[config.mk]
export PLATFORM = sky130hd
export DESIGN_NAME = video_rx_monitor
export DESIGN_NICKNAME = d
export VERILOG_FILES = /design/src/rtl/video_rx_monitor.sv
export SDC_FILE = /design/constraint.sdc
export NUM_CORES = 1
export LEC_CHECK = 0
export BUFFER_PORTS_ARGS = -buffer_cell sky130_fd_sc_hd__buf_2
export CAP_MARGIN = 10
export CELL_PAD_IN_SITES_DETAIL_PLACEMENT = 0
export CELL_PAD_IN_SITES_GLOBAL_PLACEMENT = 1
export CORE_AREA = 3 3 194 139
export CTS_CLUSTER_DIAMETER = 100
export DETAILED_ROUTE_END_ITERATION = 10
export DIE_AREA = 0 0 197 142
export PLACE_DENSITY = 0.92
export SYNTH_ARGS = -nofsm -noshare
export SYNTH_HDL_FRONTEND = slang
export SYNTH_SLANG_ARGS = --single-unit
[constraint.sdc]
create_clock -name pixel_clk -period 5.8 [get_ports pixel_clk]
set_input_delay 0 -clock pixel_clk [delete_from_list [all_inputs] [get_ports pixel_clk]]
set_output_delay 0 -clock pixel_clk [all_outputs]
set_load 0.05 [all_outputs]
[src/rtl/video_rx_monitor.sv]
// Receive-side video timing monitor: recovers active-pixel coordinates from HS/VS/BLANK,
// measures each frame against HDISP x VDISP, declares lock and streams locked pixels.
module video_rx_monitor #(
  parameter int HDISP       = 800,
  parameter int VDISP       = 480,
  parameter int LOCK_FRAMES = 2,
  parameter int CNT_W       = 12
) (
  input  logic             pixel_clk,
  input  logic             pixel_rst_n,
  input  logic             vid_hs,
  input  logic             vid_vs,
  input  logic             vid_blank,
  input  logic [23:0]      vid_rgb,
  output logic             locked,
  output logic             pix_valid,
  output logic [CNT_W-1:0] pix_x,
  output logic [CNT_W-1:0] pix_y,
  output logic [23:0]      pix_rgb,
  output logic             pix_sof,
  output logic             pix_eol,
  output logic             frame_done,
  output logic [31:0]      frame_sum,
  output logic [CNT_W-1:0] meas_hdisp,
  output logic [CNT_W-1:0] meas_vdisp,
  output logic [15:0]      frame_count,
  output logic             err_pulse,
  output logic [7:0]       err_count,
  output logic [1:0]       dbg_state
);

  localparam logic [CNT_W-1:0] CNT_MAX = '1;
  localparam logic [CNT_W-1:0] HDISP_C = CNT_W'(HDISP);
  localparam logic [CNT_W-1:0] VDISP_C = CNT_W'(VDISP);
  localparam logic [CNT_W-1:0] EOL_X   = CNT_W'(HDISP - 1);
  localparam int               GOOD_W  = $clog2(LOCK_FRAMES + 1);
  localparam logic [GOOD_W-1:0] LOCK_C = GOOD_W'(LOCK_FRAMES);

  typedef enum logic [1:0] {
    ST_SEARCH  = 2'd0,
    ST_MEASURE = 2'd1,
    ST_LOCKED  = 2'd2
  } state_t;

  state_t              state_q, state_d;
  logic [GOOD_W-1:0]   good_q, good_d;
  logic                count_frame, flag_err;

  logic                s1_hs, s1_vs, s1_blank;
  logic [23:0]         s1_rgb;
  logic                s2_hs, s2_vs, s2_blank;

  logic [CNT_W-1:0]    x_cnt, y_cnt, last_len, first_len;
  logic                have_first, line_bad;
  logic [31:0]         acc;

  logic                line_close, frame_close, hs_in_active;
  logic [CNT_W-1:0]    y_line, len_line;
  logic                bad_line, frame_ok;
  logic [31:0]         pix_term;

  // Stage 1 holds the sampled inputs; stage 2 is only kept for edge detection.
  always_ff @(posedge pixel_clk or negedge pixel_rst_n) begin
    if (!pixel_rst_n) begin
      s1_hs    <= 1'b0;
      s1_vs    <= 1'b0;
      s1_blank <= 1'b0;
      s1_rgb   <= '0;
      s2_hs    <= 1'b0;
      s2_vs    <= 1'b0;
      s2_blank <= 1'b0;
    end else begin
      s1_hs    <= vid_hs;
      s1_vs    <= vid_vs;
      s1_blank <= vid_blank;
      s1_rgb   <= vid_rgb;
      s2_hs    <= s1_hs;
      s2_vs    <= s1_vs;
      s2_blank <= s1_blank;
    end
  end

  // Line close is folded in first so a coincident vsync edge sees the final line.
  always_comb begin
    line_close   = s2_blank & ~s1_blank;
    frame_close  = s2_vs & ~s1_vs;
    hs_in_active = s2_hs & ~s1_hs & s1_blank;
    pix_term     = s1_blank ? {8'h00, s1_rgb} : 32'h0;
    y_line       = y_cnt;
    len_line     = last_len;
    if (line_close) begin
      y_line   = (y_cnt == CNT_MAX) ? y_cnt : y_cnt + 1'b1;
      len_line = x_cnt;
    end
    bad_line = line_bad | hs_in_active |
               (line_close & have_first & (x_cnt != first_len));
    frame_ok = (len_line == HDISP_C) && (y_line == VDISP_C) && !bad_line && !s1_blank;
  end

  always_ff @(posedge pixel_clk or negedge pixel_rst_n) begin
    if (!pixel_rst_n) begin
      x_cnt      <= '0;
      y_cnt      <= '0;
      last_len   <= '0;
      first_len  <= '0;
      have_first <= 1'b0;
      line_bad   <= 1'b0;
      acc        <= '0;
    end else begin
      if (line_close) begin
        x_cnt <= '0;
      end else if (s1_blank && (x_cnt != CNT_MAX)) begin
        x_cnt <= x_cnt + 1'b1;
      end
      if (frame_close) begin
        y_cnt      <= '0;
        last_len   <= '0;
        have_first <= 1'b0;
        line_bad   <= 1'b0;
        acc        <= pix_term;
      end else begin
        y_cnt    <= y_line;
        last_len <= len_line;
        line_bad <= bad_line;
        acc      <= acc + pix_term;
        if (line_close && !have_first) begin
          first_len  <= x_cnt;
          have_first <= 1'b1;
        end
      end
    end
  end

  always_comb begin
    state_d     = state_q;
    good_d      = good_q;
    count_frame = 1'b0;
    flag_err    = 1'b0;
    if (frame_close) begin
      case (state_q)
        ST_SEARCH: begin
          state_d = ST_MEASURE;
          good_d  = '0;
        end
        ST_MEASURE: begin
          if (frame_ok) begin
            good_d = good_q + 1'b1;
            if (good_d == LOCK_C) state_d = ST_LOCKED;
          end else begin
            good_d = '0;
          end
        end
        ST_LOCKED: begin
          if (frame_ok) begin
            count_frame = 1'b1;
          end else begin
            flag_err = 1'b1;
            good_d   = '0;
            state_d  = ST_MEASURE;
          end
        end
        default: state_d = ST_SEARCH;
      endcase
    end
  end

  // pix_valid qualifies pix_* for exactly one cycle per active pixel; there is no backpressure.
  always_ff @(posedge pixel_clk or negedge pixel_rst_n) begin
    if (!pixel_rst_n) begin
      state_q     <= ST_SEARCH;
      good_q      <= '0;
      frame_done  <= 1'b0;
      frame_sum   <= '0;
      meas_hdisp  <= '0;
      meas_vdisp  <= '0;
      frame_count <= '0;
      err_pulse   <= 1'b0;
      err_count   <= '0;
      pix_valid   <= 1'b0;
      pix_x       <= '0;
      pix_y       <= '0;
      pix_rgb     <= '0;
      pix_sof     <= 1'b0;
      pix_eol     <= 1'b0;
    end else begin
      state_q    <= state_d;
      good_q     <= good_d;
      frame_done <= 1'b0;
      err_pulse  <= 1'b0;
      if (frame_close && (state_q != ST_SEARCH)) begin
        frame_done <= 1'b1;
        frame_sum  <= acc;
        meas_hdisp <= len_line;
        meas_vdisp <= y_line;
      end
      if (count_frame) frame_count <= frame_count + 16'd1;
      if (flag_err) begin
        err_pulse <= 1'b1;
        if (err_count != 8'hFF) err_count <= err_count + 8'd1;
      end
      pix_valid <= (state_q == ST_LOCKED) && s1_blank;
      pix_sof   <= (state_q == ST_LOCKED) && s1_blank && (x_cnt == '0) && (y_cnt == '0);
      pix_eol   <= (state_q == ST_LOCKED) && s1_blank && (x_cnt == EOL_X);
      if (s1_blank) begin
        pix_x   <= x_cnt;
        pix_y   <= y_cnt;
        pix_rgb <= s1_rgb;
      end
    end
  end

  assign locked    = (state_q == ST_LOCKED);
  assign dbg_state = state_q;

endmodule

* Word level (Yosys, flattened, before mapping)
Cells that the tools add are included.
** Cells by class
- Add/sub/neg operators :: 6
- Equal/unequal tests :: 13
- Multiplexer cells :: 27
- Bitwise gates (word level) :: 12
- Reduce and logical (&&, ||, !) cells :: 24
** Operator list (number)
- 12-bit two-way mux :: 7
- 32-bit by 24-bit adder with 32-bit output :: 1
- 32-bit two-way mux :: 1
- 12-bit by 1-bit adder with 12-bit output (second input constant) :: 2
- 12-bit by 10-bit == test with 1-bit output (second input constant) :: 2
- 12-bit logical NOT :: 2
- 24-bit two-way mux :: 1
- 16-bit by 1-bit adder with 16-bit output (second input constant) :: 1
- 12-bit == test (second input constant) :: 1
- 12-bit by 9-bit == test with 1-bit output (second input constant) :: 1
- 12-bit inequality test :: 1
- 12-bit inequality test (second input constant) :: 1
- 2-bit one-hot mux with 3 select lines :: 2
- 1-bit two-way mux :: 11
- 1-bit logical AND :: 10
- 2-bit two-way mux :: 5
- 8-bit by 1-bit adder with 8-bit output (second input constant) :: 1
- 8-bit inequality test (second input constant) :: 1
- 1-bit AND :: 6
- 2-bit inequality test (second input constant) :: 3
- 2-bit nonzero test :: 3
- 2-bit == test (second input constant) :: 2
- 1-bit NOT :: 4
- 2-bit AND reduction :: 2
- 8 further kinds :: 11
** Word-level totals
- Flip-flop bits (word level) :: 249
- Bits of input ports :: 29
- Output and inout bits :: 136
- Logic and storage cells :: 111

* Logic depth before layout (Yosys ltp)
- Depth in word-level cells :: 12
- Mapped depth :: 16
- Gate-level depth less buffers :: 13

* Worst setup path after synthesis
Ideal clock, no wire load.
- Path kind :: register to register
- Start point :: register s1_blank
- End point :: register acc[26]
- Setup time :: 0.124 ns
- Data arrival time :: 3.299 ns
- Data required time :: 5.676 ns
- Setup slack :: 2.378 ns
- Cell stages (with the launch flop) :: 17
- Path buffers :: 3
- Clock period less this slack :: 3.422 ns
- Cells stage by stage :: dfrtp_1 clkbuf_1 clkbuf_1 clkbuf_1 nand2_1 inv_1 ha_1 inv_1 fa_1 nor2b_1 o211a_1 o221ai_1 nand2_1 a31oi_1 a31oi_1 nor4b_1 a211o_1
** On the way
- Longest elaborated chain between the ends :: 3
** RTL lines
- from (decl) :: RTL line 49 : logic s1_hs, s1_vs, s1_blank;
- from (signal assigned) :: RTL line 75 : s1_blank <= vid_blank;
- 24-bit two-way mux :: RTL line 88 : pix_term = s1_blank ? {8'h00, s1_rgb} : 32'h0;
- 32-bit by 24-bit adder with 32-bit output :: RTL line 125 : acc <= acc + pix_term;
- 32-bit two-way mux :: RTL line 115 : if (frame_close) begin
- to (signal assigned) :: RTL line 120 : acc <= pix_term;
- to (signal assigned) :: RTL line 125
- to (decl) :: RTL line 55 : logic [31:0] acc;
Every way passes these cells.
A chain may end at the register's enable or synchronous reset.

* Final worst setup path
- Start point :: register s1_blank
- End point :: register acc[31]
Same word-level chain as after synthesis.

==> out/metrics.cfg <==
[route]
ant_nets = 0
vias = 8662
drt_iter0_markers = 713
routed_wl_um = 27870
drtPass1Iterations = 5
drc_errors = 0
via_per_inst = 5.337
wl_per_cell_um = 17.17

[final_layout]
area_growth_pct = 19.06
final_common_cell = dfrtp_1
layout.nets = 1336
regArea_um2 = 6235
antennaDiodeCount = 0
multiInputGateArea_um2 = 5021
drive_above_1_share_pct = 22.83
final_cell_mix = dfrtp_1, nand2_1, buf_2, nor2_1, o21ai_0
fillers = 2276

[synth]
synthDistinctLibCells = 74
yosysTopAreaCell = dfrtp_1
synth_fp_nets = 1164
synth_edf_count = 0
ys_seq_elements = 249
synth_area_leaders = dfrtp_1, mux2_2, nand2_1
syn_inst = 1103
synth_flop_cell = dfrtp_1
synth.cell_area_um2 = 11560
netlist.area_leader.share_pct = 53.88
ys_async_sr_fraction_pct = 100.0
yosysSeqAreaShare_pct = 53.88
yosysWarnings = 0
syn_avg_cell_area_um2 = 10.48

[timing]
tns_ns = 0
rsz0062_at_grt = false
max_freq_mhz = 277.4
final_hold_viol_count = 0
finalSetupViolCount = 0
worst_slew_pin_slew_ns = 1.007
finalMaxSlewViolations = 0
clock_skew_ns = 0.01588
min_period_ns = 3.605
fin_crit_sh_pct = 62.16
max-slew-margin-rel_pct = 32.53

[global_routing]
overflow = 0
grt_max_degree = 125
grt_first_pass_wirelength_um = 45840
antenna_found_initial = 0
grt_pass1_vias = 8637
track_usage_pct = 19.97

[min_path]
hold_path_class = in2async

[clock_tree]
cts_setup_buffers = 0
path_clk_slew_ns = 0.07
cts_tree = yes
clockRootBuffer = clkbuf_16
cts_buffers = 25
cts_sinks = 249
clk_latency_ns = 0.52
cts_buffer_depth = 3
htree_levels = 1

[power_and_ir_drop]
finalPower_uw = 5308
p_leak_uw = 0.006826
peakVddDrop_v = 0.0002297
pwr_density_cell_nw_per_um2 = 385.5

[worst_setup_path]
rr_endpoint = acc[31]
end_kind = flip-flop
ff2ff_setup_slack_ns = 2.19
critPathLaunchType = flip-flop
crit_type = reg2reg
worstPathRequired_ns = 6.20
crit_chain = and2_1 > ha_1 > nand4_1 > nor2_1 > nand4_1 > a31oi_1 > a2111oi_2 > o31ai_2 > nand4_1 > mux2i_1
cp_slowest_stage_delay_ns = 0.71
timing.critical_path.mode_cell = nand4_1
critPathCapture = acc[31]
cp-startpoint = s1_blank
worst_path_max_delay_cell = dfrtp_4
rr_worst_depth = 10
crit_path_max_fanout = 48
r2r-start = s1_blank
critPathArrivalTime_ns = 4.01

[die]
rows = 49
die_w_um = 197
coreArea_um2 = 25380
dieArea_um2 = 27970
start_util_pct = 45.56
io_pins = 165
chipHeight_um = 142

[placement]
place_congestion = 0.8937
dpl.hpwl_um = 18830
portBuffers = 164

[run_status]
status = completed

[run]
drv_cap = 0

## final cells by class
class	count	area share (%)
Clock inverter	12	1.063
Sequential cell	249	45.28
Tap cell	331	3.008
Inverter	26	0.7088
Multi-Input combinational cell	774	36.47
Clock buffer	32	5.025
Timing Repair Buffer	199	8.451
## logic make-up after synthesis
group / after synthesis / share of synthesized area (%)
and+or+nand+nor: 421 / 18.22
DFF: 249 / 53.88
AOI/OAI and AO/OA: 191 / 10.13
buffers and inverters: 80 / 2.910
muxes: 79 / 7.476
xor gates and xnor gates: 51 / 3.862
adders and majority gates: 32 / 3.527
## what timing repair did
action                                 4_1_cts  5_1_grt
resized for setup                            0        0
endpoints found under the hold margin      149        0
hold buffers                                28        0
## critical path, delay by kind of cell, from the launching register on
kind / cells / cell delay [ns]
muxes: 1 / 0.15
and+or+nand+nor: 5 / 0.92
DFF: 1 / 0.71
AOI/OAI and AO/OA: 3 / 1.28
adders and majority gates: 1 / 0.40
## where the power goes
group | total [µW] | switching (µW) | internal [µW]
sequential | 2150 | 172 | 1980
clock | 1650 | 675 | 976
combinational | 1510 | 1010 | 498
## per-stage QoR
stage | std cells | setup slack [ns] | hold slack [ns] | area, µm² | util, %
after floorplan | 1103 | 2.378 | -0.2956 | 11560 | -
after global placement | 1551 | 2.298 | 0.1082 | 12650 | 49.84
after detailed placement | 1551 | 2.217 | 0.1093 | 12650 | 49.84
after CTS | 1623 | 2.201 | 0.09375 | 13770 | 54.25
after global routing | 1623 | 1.892 | 0.1157 | 13770 | 54.25
final | 1623 | 2.195 | 0.1256 | 13770 | 54.25
## state kept, by name, summed over array words and instances (netlist names), 2 cells and up
name         cells
last_len        12
meas_hdisp      12
meas_vdisp      12
err_count        8
acc             32
frame_sum       32
pix_x           12
first_len       12
s1_rgb          24
frame_count     16
pix_y           12
pix_rgb         24
good_q           2
y_cnt           12
dbg_state        2
x_cnt           12
## synthesized netlist by cell type, drive strengths merged (2+ instances only)
library cell / instances
a22oi: 2
a211o: 2
a21boi: 3
and4bb: 2
mux2: 59
and3: 12
nor2b: 5
o2111ai: 3
nand2b: 14
and4b: 3
o21ai: 81
inv: 26
nand3: 31
and4: 2
a21o: 10
nor4: 16
a2111oi: 2
a31oi: 10
nand2: 176
a21oi: 44
nor3: 16
and2: 25
nand4b: 3
nor2: 83
nand4: 18
o21a: 6
nor4b: 7
ha: 31
a211oi: 7
clkbuf: 40
xor2: 28
dfrtp: 249
buf: 14
or4: 2
nand3b: 3
mux2i: 20
xnor2: 23
o31ai: 10
## routing by layer
| metal | GRT usage (%) | share of wire, % |
|---|---|---|
| met1 | 29.96 | 50 |
| met5 | 0 | 0 |
| met4 | 4.760 | 1.8 |
| met2 | 30.24 | 43 |
| met3 | 3.857 | 5.3 |
## how the worst min path moves through the flow
stage,slack (ns),endpoint,from
after floorplan,-0.30,acc[0],pixel_rst_n
after global placement,0.11,s1_rgb[9],vid_rgb[9]
after detailed placement,0.11,s1_rgb[12],vid_rgb[12]
after CTS,0.09,s1_rgb[7],vid_rgb[7]
after global routing,0.12,s1_rgb[18],vid_rgb[18]
final,0.13,frame_count[15],pixel_rst_n
No activity file was read; power rests on OpenSTA's default activity.
